[src/rtl/mine_placer.sv]
// mine_placer: scatters mines on the board from a serial random bit stream at game start.
// Optional macro MINE_PLACER_SAFE_ZONE_EN protects the whole 3x3 neighbourhood of the safe cell.
module mine_placer #(
  parameter int unsigned BIT_DIV = 1
) (
  input  logic       clk,
  input  logic       rst,
  input  logic       start,
  input  logic [4:0] board_cols,
  input  logic [4:0] board_rows,
  input  logic [7:0] mine_count,
  input  logic [3:0] safe_x,
  input  logic [3:0] safe_y,
  input  logic       random_data,
  output logic       busy,
  output logic       done,
  output logic       wr_en,
  output logic [3:0] wr_x,
  output logic [3:0] wr_y,
  output logic [7:0] placed
);

  localparam int unsigned DIV_W   = 4;
  localparam int unsigned CELLS   = 256;
  localparam int unsigned COORD_W = 4;
`ifdef MINE_PLACER_SAFE_ZONE_EN
  localparam int unsigned EXCLUDED = 9;
`else
  localparam int unsigned EXCLUDED = 1;
`endif

  typedef enum logic [2:0] {
    S_IDLE,
    S_CLEAR,
    S_GATHER,
    S_CHECK,
    S_PLACE,
    S_DONE
  } state_t;

  state_t state, state_d;

  logic [4:0]         cols_q;
  logic [4:0]         rows_q;
  logic [7:0]         count_q;
  logic [3:0]         safe_x_q;
  logic [3:0]         safe_y_q;
  logic [DIV_W-1:0]   div_q;
  logic [2:0]         bit_cnt_q;
  logic [7:0]         shift_q;
  logic [CELLS-1:0]   occ_q;

  logic [COORD_W-1:0] cand_x;
  logic [COORD_W-1:0] cand_y;
  logic signed [8:0]  avail;
  logic [7:0]         target;
  logic               take_bit;
  logic               bit_end;
  logic               last_bit;
  logic               protected_hit;
  logic               reject;
  logic               last_mine;

  assign cand_x   = shift_q[7:4];
  assign cand_y   = shift_q[3:0];
  assign take_bit = (div_q == '0);
  assign bit_end  = (div_q == DIV_W'(BIT_DIV - 1));
  assign last_bit = bit_end && (bit_cnt_q == 3'd7);

  // Free cells after exclusion; modulo-512 wrap keeps 16x16 exact.
  assign avail = $signed(9'(cols_q) * 9'(rows_q) - 9'(EXCLUDED));

  always_comb begin
    target = '0;
    if (avail > 9'sd0) begin
      target = (count_q < avail[7:0]) ? count_q : avail[7:0];
    end
  end

`ifdef MINE_PLACER_SAFE_ZONE_EN
  function automatic logic near(input logic [3:0] a, input logic [3:0] b);
    return (a == b) || ((5'(a) + 5'd1) == 5'(b)) || ((5'(b) + 5'd1) == 5'(a));
  endfunction

  assign protected_hit = near(cand_x, safe_x_q) && near(cand_y, safe_y_q);
`else
  assign protected_hit = (cand_x == safe_x_q) && (cand_y == safe_y_q);
`endif

  assign reject = ({1'b0, cand_x} >= cols_q) ||
                  ({1'b0, cand_y} >= rows_q) ||
                  occ_q[{cand_y, cand_x}]    ||
                  protected_hit;

  assign last_mine = (({1'b0, placed} + 9'd1) == {1'b0, target});

  // State register
  always_ff @(posedge clk or posedge rst) begin
    if (rst) begin
      state <= S_IDLE;
    end else begin
      state <= state_d;
    end
  end

  // Next-state logic
  always_comb begin
    state_d = state;
    unique case (state)
      S_IDLE:   if (start) state_d = S_CLEAR;
      S_CLEAR:  state_d = (target == '0) ? S_DONE : S_GATHER;
      S_GATHER: if (last_bit) state_d = S_CHECK;
      S_CHECK:  state_d = reject ? S_GATHER : S_PLACE;
      S_PLACE:  state_d = last_mine ? S_DONE : S_GATHER;
      S_DONE:   state_d = S_IDLE;
      default:  state_d = S_IDLE;
    endcase
  end

  // Game parameters, captured only when a start is accepted
  always_ff @(posedge clk or posedge rst) begin
    if (rst) begin
      cols_q   <= '0;
      rows_q   <= '0;
      count_q  <= '0;
      safe_x_q <= '0;
      safe_y_q <= '0;
    end else if (state == S_IDLE && start) begin
      cols_q   <= board_cols;
      rows_q   <= board_rows;
      count_q  <= mine_count;
      safe_x_q <= safe_x;
      safe_y_q <= safe_y;
    end
  end

  // Bit sampler: divider and bit counter run only while gathering
  always_ff @(posedge clk or posedge rst) begin
    if (rst) begin
      div_q     <= '0;
      bit_cnt_q <= '0;
      shift_q   <= '0;
    end else if (state == S_GATHER) begin
      div_q <= bit_end ? '0 : div_q + DIV_W'(1);
      if (take_bit) shift_q <= {shift_q[6:0], random_data};
      if (bit_end) bit_cnt_q <= bit_cnt_q + 3'd1;
    end else begin
      div_q     <= '0;
      bit_cnt_q <= '0;
    end
  end

  // Occupancy map and placed counter
  always_ff @(posedge clk or posedge rst) begin
    if (rst) begin
      occ_q  <= '0;
      placed <= '0;
    end else if (state == S_CLEAR) begin
      occ_q  <= '0;
      placed <= '0;
    end else if (state == S_PLACE) begin
      occ_q[{cand_y, cand_x}] <= 1'b1;
      placed                  <= placed + 8'd1;
    end
  end

  // Registered status and write port, decoded from the upcoming state
  always_ff @(posedge clk or posedge rst) begin
    if (rst) begin
      busy  <= 1'b0;
      done  <= 1'b0;
      wr_en <= 1'b0;
      wr_x  <= '0;
      wr_y  <= '0;
    end else begin
      busy  <= (state_d != S_IDLE);
      done  <= (state_d == S_DONE);
      wr_en <= (state_d == S_PLACE);
      if (state_d == S_PLACE) begin
        wr_x <= cand_x;
        wr_y <= cand_y;
      end
    end
  end

endmodule

[config.mk]
export PLATFORM = sky130hd
export DESIGN_NAME = mine_placer
export DESIGN_NICKNAME = d
export VERILOG_FILES = /design/src/rtl/mine_placer.sv
export SDC_FILE = /design/constraint.sdc
export NUM_CORES = 1
export LEC_CHECK = 0
export ABC_AREA = 1
export CAP_MARGIN = 20
export CELL_PAD_IN_SITES_DETAIL_PLACEMENT = 0
export CELL_PAD_IN_SITES_GLOBAL_PLACEMENT = 1
export CORE_UTILIZATION = 31
export CTS_CLUSTER_SIZE = 16
export DETAILED_ROUTE_END_ITERATION = 8
export GPL_ROUTABILITY_DRIVEN = 0
export GPL_TIMING_DRIVEN = 0
export HOLD_SLACK_MARGIN = 0.1
export PLACE_DENSITY_LB_ADDON = 0.1
export SLEW_MARGIN = 20
export SYNTH_ARGS = -nofsm -noshare
export SYNTH_HDL_FRONTEND = slang
export SYNTH_SLANG_ARGS = --single-unit
export TNS_END_PERCENT = 50
[constraint.sdc]
create_clock -name clk -period 22.9 [get_ports clk]
set_clock_uncertainty 0.15 [all_clocks]
set_input_delay 6.87 -clock clk [delete_from_list [all_inputs] [get_ports clk]]
set_output_delay 6.87 -clock clk [all_outputs]
set_load 0.1 [all_outputs]
==> summary.md, run 1 <==
| Metric | Value |
|---|---|
| CTS resizes | 0 |
| Drt pass-1 iters | 5 |
| Post-synthesis simple-gate area fraction | 12.5% |
| Final hold vios | 0 |
| Synthesized Nets | 1935 |
| Final WL | 60.5 mm |
| Fin crit period | 9210 ps |
| Max Cap Viol | 0 |
| Critical path data arrival time | 2190 ps |
| Met2 Use GR | 38.5% |
| Largest family of logic cells by synthesized area | compound AO/OA/AOI/OAI gates |
| Buf/Inv on CP | 1 |
| Slowest cell delay on critical path | 1180 ps |
| Area leader, netlist | dfrtp_1 |
| Ranking of synthesized cells by area | dfrtp_1, o22ai_1, inv_1 |
| Clock Pin Slew Worst Setup and Hold Paths | 50 ps |
| Final Util | 37.0% |
| Avg Vias per Cell | 5.13 |
| Commonest cells post-synth | dfrtp_1, inv_1, nand2_1 |
| Status | finished, final reports clean |
| Final #Nets | 2028 |
| Die height | 228 um |
| Die footprint | 0.0522 mm^2 |
| Crit Path Category | reg -> out |
| Die X-Extent | 228 um |
| Met1 Use GR | 32.1% |
| Cts hold-fix bufs | 0 |
| Final Slew Violations | 0 |
| Setup Buffers After CTS | 0 |
| Yosys reg bits | 319 |
| Residual DRC | 0 |
| RSZ-0062 raised after global routing | no |
| WL/cell | 22.8 um |
| Final ANT Viol Nets | 0 |
| Grt met3 use | 2.48% |
| Share of layout cells above drive strength 1 | 7.08% |
| First-pass GRT wire length | 91.0 mm |
| # setup viols final | 0 |
| Top FF cell, synth | dfrtp_1 |
| Worst Hold Class | reg -> reg |
| Peak Freq | 109 MHz |
| Initial antenna violation count | 0 |
| Buffers on Ports | 48 |
| CTS buffer count | 40 |
| Sum Neg Setup Slack | 0 ps |
| Post-synthesis mux area share | 0.850% |
| Ports | 49 |
| HPWL after detailed placement | 41.2 mm |
| Post-synth EDFFs | 0 |
| Post-synthesis sequential area ratio | 50.2% |
| Syn avg cell area | 8.56 um^2 |
| Top cell type's share of synthesized area | 50.2% |
| Row Count | 82 |
| Crit Path Max Fanout | 6 |
| Clock buffer depth | 3 |
| Worst setup SP type | register |
| Post-Synth Adder-Cell Area | 4.27% |
| Crit path cell chain | clkdlybuf4s50_1 |
| Remaining global-route overflow | 0 |
| Clock sinks | 319 |
| Ys async rst share | 100% |
| Vias | 13600 |
| Top-count cell post-synth | dfrtp_1 |
| Busiest grt layer | met2 |
| Xor and xnor area share after synthesis | 0.984% |
| Area delta synth->final | 17.1% |
| Critical path's top delay family | buffers and inverters |
| Worst Path Required | 15880 ps |
| Ant. Diodes | 0 |
| CP max stage cell | clkdlybuf4s50_1 |
| DR iter-0 viols | 966 |
| Std-Cell Core Area | 0.0504 mm^2 |
| Crit end category | output port |
| Post-synthesis compound-gate area fraction | 20.4% |
| Tcrit/Tclk final | 40.2% |
| Cells after Synth | 1858 |
| Yosys cell types | 41 |
| CTS tree | built |
| Vias in the first global route | 13800 |
| Relative slew slack | 21.8% |
| Yosys warns | 0 |
| H-tree depth | 2 |
| Worst-Margin Slew | 1170 ps |
| Filler cells | 5304 |
| Initial Util | 31.6% |
| Gr usage total | 23.4% |
| Root buf cell | clkbuf_16 |
| Mapped Area | 0.0159 mm^2 |
| Clock latency on the worst-skew pair | 580 ps |
| Largest net degree at the start of global routing | 99 |
==> layer usage <==
layer / routed length [um] / vias up
met4: 1800 / 0
met2: 28300 / 319
li1: - / 6368
met3: 2710 / 86
met1: 27700 / 6807
met5: 0 / -
==> worst paths after layout <==
kind / from / to / slack [ps] / cells past startpoint
worst max register to register: rows_q[2]$_DFFE_PP0P_ / busy$_DFF_PP0_ / 17700 / 24
worst min register to register: div_q[0]$_DFF_PP0_ / div_q[0]$_DFF_PP0_ / 320 / 1
min in group asynchronous: rst / occ_q[138]$_DFFE_PP0P_ / 6620 / 2
worst min-delay path: div_q[0]$_DFF_PP0_ / div_q[0]$_DFF_PP0_ / 320 / 1
worst max-delay path: placed[2]$_DFFE_PP0P_ / placed[2] / 13690 / 1
max in group asynchronous: rst / placed[7]$_DFFE_PP0P_ / 14730 / 4
==> logic make-up after synthesis <==
family	count (synthesis)
flops	319
buf+inv	419
mux	12
compound gates	569
xor+xnor	17
fa+ha+maj	47
simple gates	475
==> cell type report <==
cell class                 count  area [um^2]  area share [%]
timing repair buffer          51          563            3.02
tap                          672          841            4.51
sequential                   319         7980            42.9
multi-input combinational   1120         6210            33.3
clock buffer                  59         1180            6.36
inverter                     307         1160            6.26
clock inverter                 9          128           0.685
buffer                       112          554            2.98
==> through the flow <==
step,std cells,setup WS [ps],hold WS [ps],instance area [um^2]
floorplan,1858,7050,282,15900
global placement,2578,2170,302,17200
detailed placement,2581,13830,304,17300
CTS,2649,13660,324,18600
global route,2649,13630,343,18600
finish,2649,13690,324,18600
==> layout by cell type, fill, tap and decap left out, drive strengths merged <==
cell type        n
dfrtp          319
inv            309
nand2          271
o21ai          244
o22ai          224
nor2           151
clkbuf         134
a21oi           65
clkdlybuf4s50   48
buf             40
ha              35
nand3           35
a22oi           26
nand4           13
xnor2           13
mux2            12
fa              12
xor2             4
clkinv           4
a21boi           4
nand3b           3
bufinv           3
nor3             2
o21bai           2
a22o             2
o32ai            1
o211ai           1
==> sequential cells by signal (all words and copies together) (netlist names), 3 cells and up <==
name / count
shift_q: 8
bit_cnt_q: 3
wr_y: 4
occ_q: 256
safe_y_q: 4
cols_q: 5
count_q: 8
wr_x: 4
rows_q: 5
div_q: 4
safe_x_q: 4
state: 3
placed: 8
Power of run 1 is left out: the tool's default activity adds up to more than one toggle a clock period on the data nets, which glitch-free logic cannot reach.
==> run 2: changes to the inputs <==
==> constraint.sdc (replaced) <==
create_clock -name clk -period 7.6 [get_ports clk]
set_clock_uncertainty 0.15 [all_clocks]
set_input_delay 2.28 -clock clk [delete_from_list [all_inputs] [get_ports clk]]
set_output_delay 2.28 -clock clk [all_outputs]
set_load 0.1 [all_outputs]
==> run 2 against run 1 <==
  * Sequential share of layout area down 0.24 points
  * Critical path type is now reg -> reg
  * Design area up 0.56%
  * Cell count up 0.30%
  * Via count up 0.25%
==> summary.md, run 2 (same netlist as run 1, synthesis figures left out) <==
| Metric | Value |
|---|---|
| Number of flip-flops in the largest register | 256 (unchanged) |
| Root buf cell | clkbuf_16 |
| Max Cap Viol | 0 (unchanged) |
| Area delta synth->final | 17.8% |
| Placed cell count | 2589 (+0.31%) |
| Critical path data arrival time | 5370 ps (+3180 ps) |
| Row Count | 82 (unchanged) |
| Crit Path Max Fanout | 8 (+2) |
| Worst-Margin Slew | 1170 ps (-2.05 ps) |
| Clock Pin Slew Worst Setup and Hold Paths | 60 ps (about the same) |
| Worst Hold Class | reg -> reg |
| Die X-Extent | 228 um (unchanged) |
| Sum Neg Setup Slack | 0 ps (unchanged) |
| Die footprint | 0.0522 mm^2 (unchanged) |
| Most frequent cells in the layout | dfrtp_1, inv_1, nand2_1, o21ai_0, o22ai_1 |
| Worst setup SP type | register |
| Tcrit/Tclk final | 67.0% |
| # setup viols final | 0 (unchanged) |
| Worst Path Required | 7880 ps (-8000 ps) |
| Status | finished, final reports clean |
| Share of layout cells above drive strength 1 | 7.56% (+0.48 points) |
| Non-Filler Instances | 2657 (+0.30%) |
| CTS buffer count | 40 (unchanged) |
| Vias | 13600 (+0.25%) |
| Ant. Diodes | 0 (unchanged) |
| End of the critical path | busy$_DFF_PP0_ |
| Worst Setup SP | rows_q[2]$_DFFE_PP0P_ |
| Reg2Reg Depth | 26 (+8.3%) |
| Setup Buffers After CTS | 0 (unchanged) |
| Final Slew Violations | 0 (unchanged) |
| Avg Vias per Cell | 5.12 (about the same) |
| Hold_ws | 317 ps (-7.11 ps) |
| Setup slack at placement | 2430 ps (-11390 ps) |
| Std-Cell Core Area | 0.0504 mm^2 (unchanged) |
| Reg-to-reg startpoint | rows_q[2]$_DFFE_PP0P_ |
| CTS resizes | 0 (unchanged) |
| Ports | 49 (unchanged) |
| CTS tree | built |
| Clock latency on the worst-skew pair | 590 ps (about the same) |
| First-pass GRT wire length | 92.0 mm (+1.2%) |
| Clock sinks | 319 (unchanged) |
| Most common cell after layout, fill and taps aside | dfrtp_1 |
| Crit Path Category | reg -> reg |
| WL/cell | 22.9 um (+0.20%) |
| Drt pass-1 iters | 6 (+1) |
| Relative slew slack | 21.9% (+0.14 points) |
| Crit end category | register |
| RSZ-0062 raised after global routing | no |
| Fin crit period | 5090 ps |
| Die height | 228 um (unchanged) |
| Final WS setup | 2510 ps (-11180 ps) |
| Final #Nets | 2036 (+0.39%) |
| Clock buffer depth | 3 (unchanged) |
| Gr usage total | 23.8% (+0.34 points) |
| Worst reg-to-reg setup slack | 2510 ps (-15190 ps) |
| Peak Freq | 196 MHz |
| RR Endpoint | busy$_DFF_PP0_ |
| H-tree depth | 2 (unchanged) |
| Initial Util | 31.6% (unchanged) |
| Final ANT Viol Nets | 0 (unchanged) |
| Cts hold-fix bufs | 0 (unchanged) |
| Biggest register | occ_q |
| Vias in the first global route | 13800 (-0.014%) |
| HPWL after detailed placement | 41.8 mm (+1.5%) |
| DR iter-0 viols | 954 (-1.2%) |
| Final WL | 60.8 mm (+0.50%) |
| Buffers on Ports | 48 (unchanged) |
| Final hold vios | 0 (unchanged) |
| Residual DRC | 0 (unchanged) |
| Remaining global-route overflow | 0 (unchanged) |
| Initial antenna violation count | 1 (+1) |
| Largest net degree at the start of global routing | 33 (-67%) |
## run 2: worst min path at each step
| stage | slack, ps | startpoint | cells past startpoint | to |
|---|---|---|---|---|
| after floorplan | 280 | div_q[0]$_DFF_PP0_ | 1 | div_q[0]$_DFF_PP0_ |
| after global placement | 300 | div_q[0]$_DFF_PP0_ | 1 | div_q[0]$_DFF_PP0_ |
| after detailed placement | 320 | div_q[0]$_DFF_PP0_ | 1 | div_q[0]$_DFF_PP0_ |
| after CTS | 320 | div_q[0]$_DFF_PP0_ | 1 | div_q[0]$_DFF_PP0_ |
| after global routing | 340 | div_q[0]$_DFF_PP0_ | 1 | div_q[0]$_DFF_PP0_ |
| final | 320 | div_q[0]$_DFF_PP0_ | 1 | div_q[0]$_DFF_PP0_ |
## run 2: final cells by class
cell class | instances | area [um^2]
flip-flops and latches | 319 | 7980
clock inverters | 10 | 85.1
well taps | 672 | 841
clock buffers | 58 | 1190
repair buffers | 59 | 708
plain buffers | 112 | 554
multi-input cells | 1120 | 6210
inverters | 307 | 1160
fillers | 5242 | 31600
## run 2: critical path, cell delays in order, from the launching register on
cell     delay [ps]
dfrtp_1         470
nand2_1         100
inv_1            50
fa_1            530
inv_1            50
fa_1            460
fa_1            540
inv_1            40
ha_1            360
nand2_1         110
nand3_1          90
xnor2_1         300
ha_1            310
a21oi_1         150
nand2_1          80
nand3_2         150
nand2_2         130
nand2_1         100
nand3_1          90
nand2_1          80
nand2_1          50
nor2_1           90
nand2_1          70
nor2_2          160
nor2_1           70
nor2_2          110
nand3_1          70
## run 2: through the flow
step	utilization (%)	instance area (um^2)
finish	37.2	18700
global route	37.2	18700
CTS	37.2	18700
detailed placement	34.6	17500
global placement	34.2	17200
floorplan	-	15900
## run 2: routing by layer
| metal | global-route usage (%) | up-vias | part of all wire [%] |
|---|---|---|---|
| li1 | - | 6391 | - |
| met1 | 32.8 | 6791 | 46 |
| met2 | 38.1 | 322 | 46 |
| met3 | 2.84 | 108 | 4.1 |
| met4 | 8.89 | 2 | 3.5 |
| met5 | 0 | - | 0.015 |
Power of run 2 is left out for the same reason.
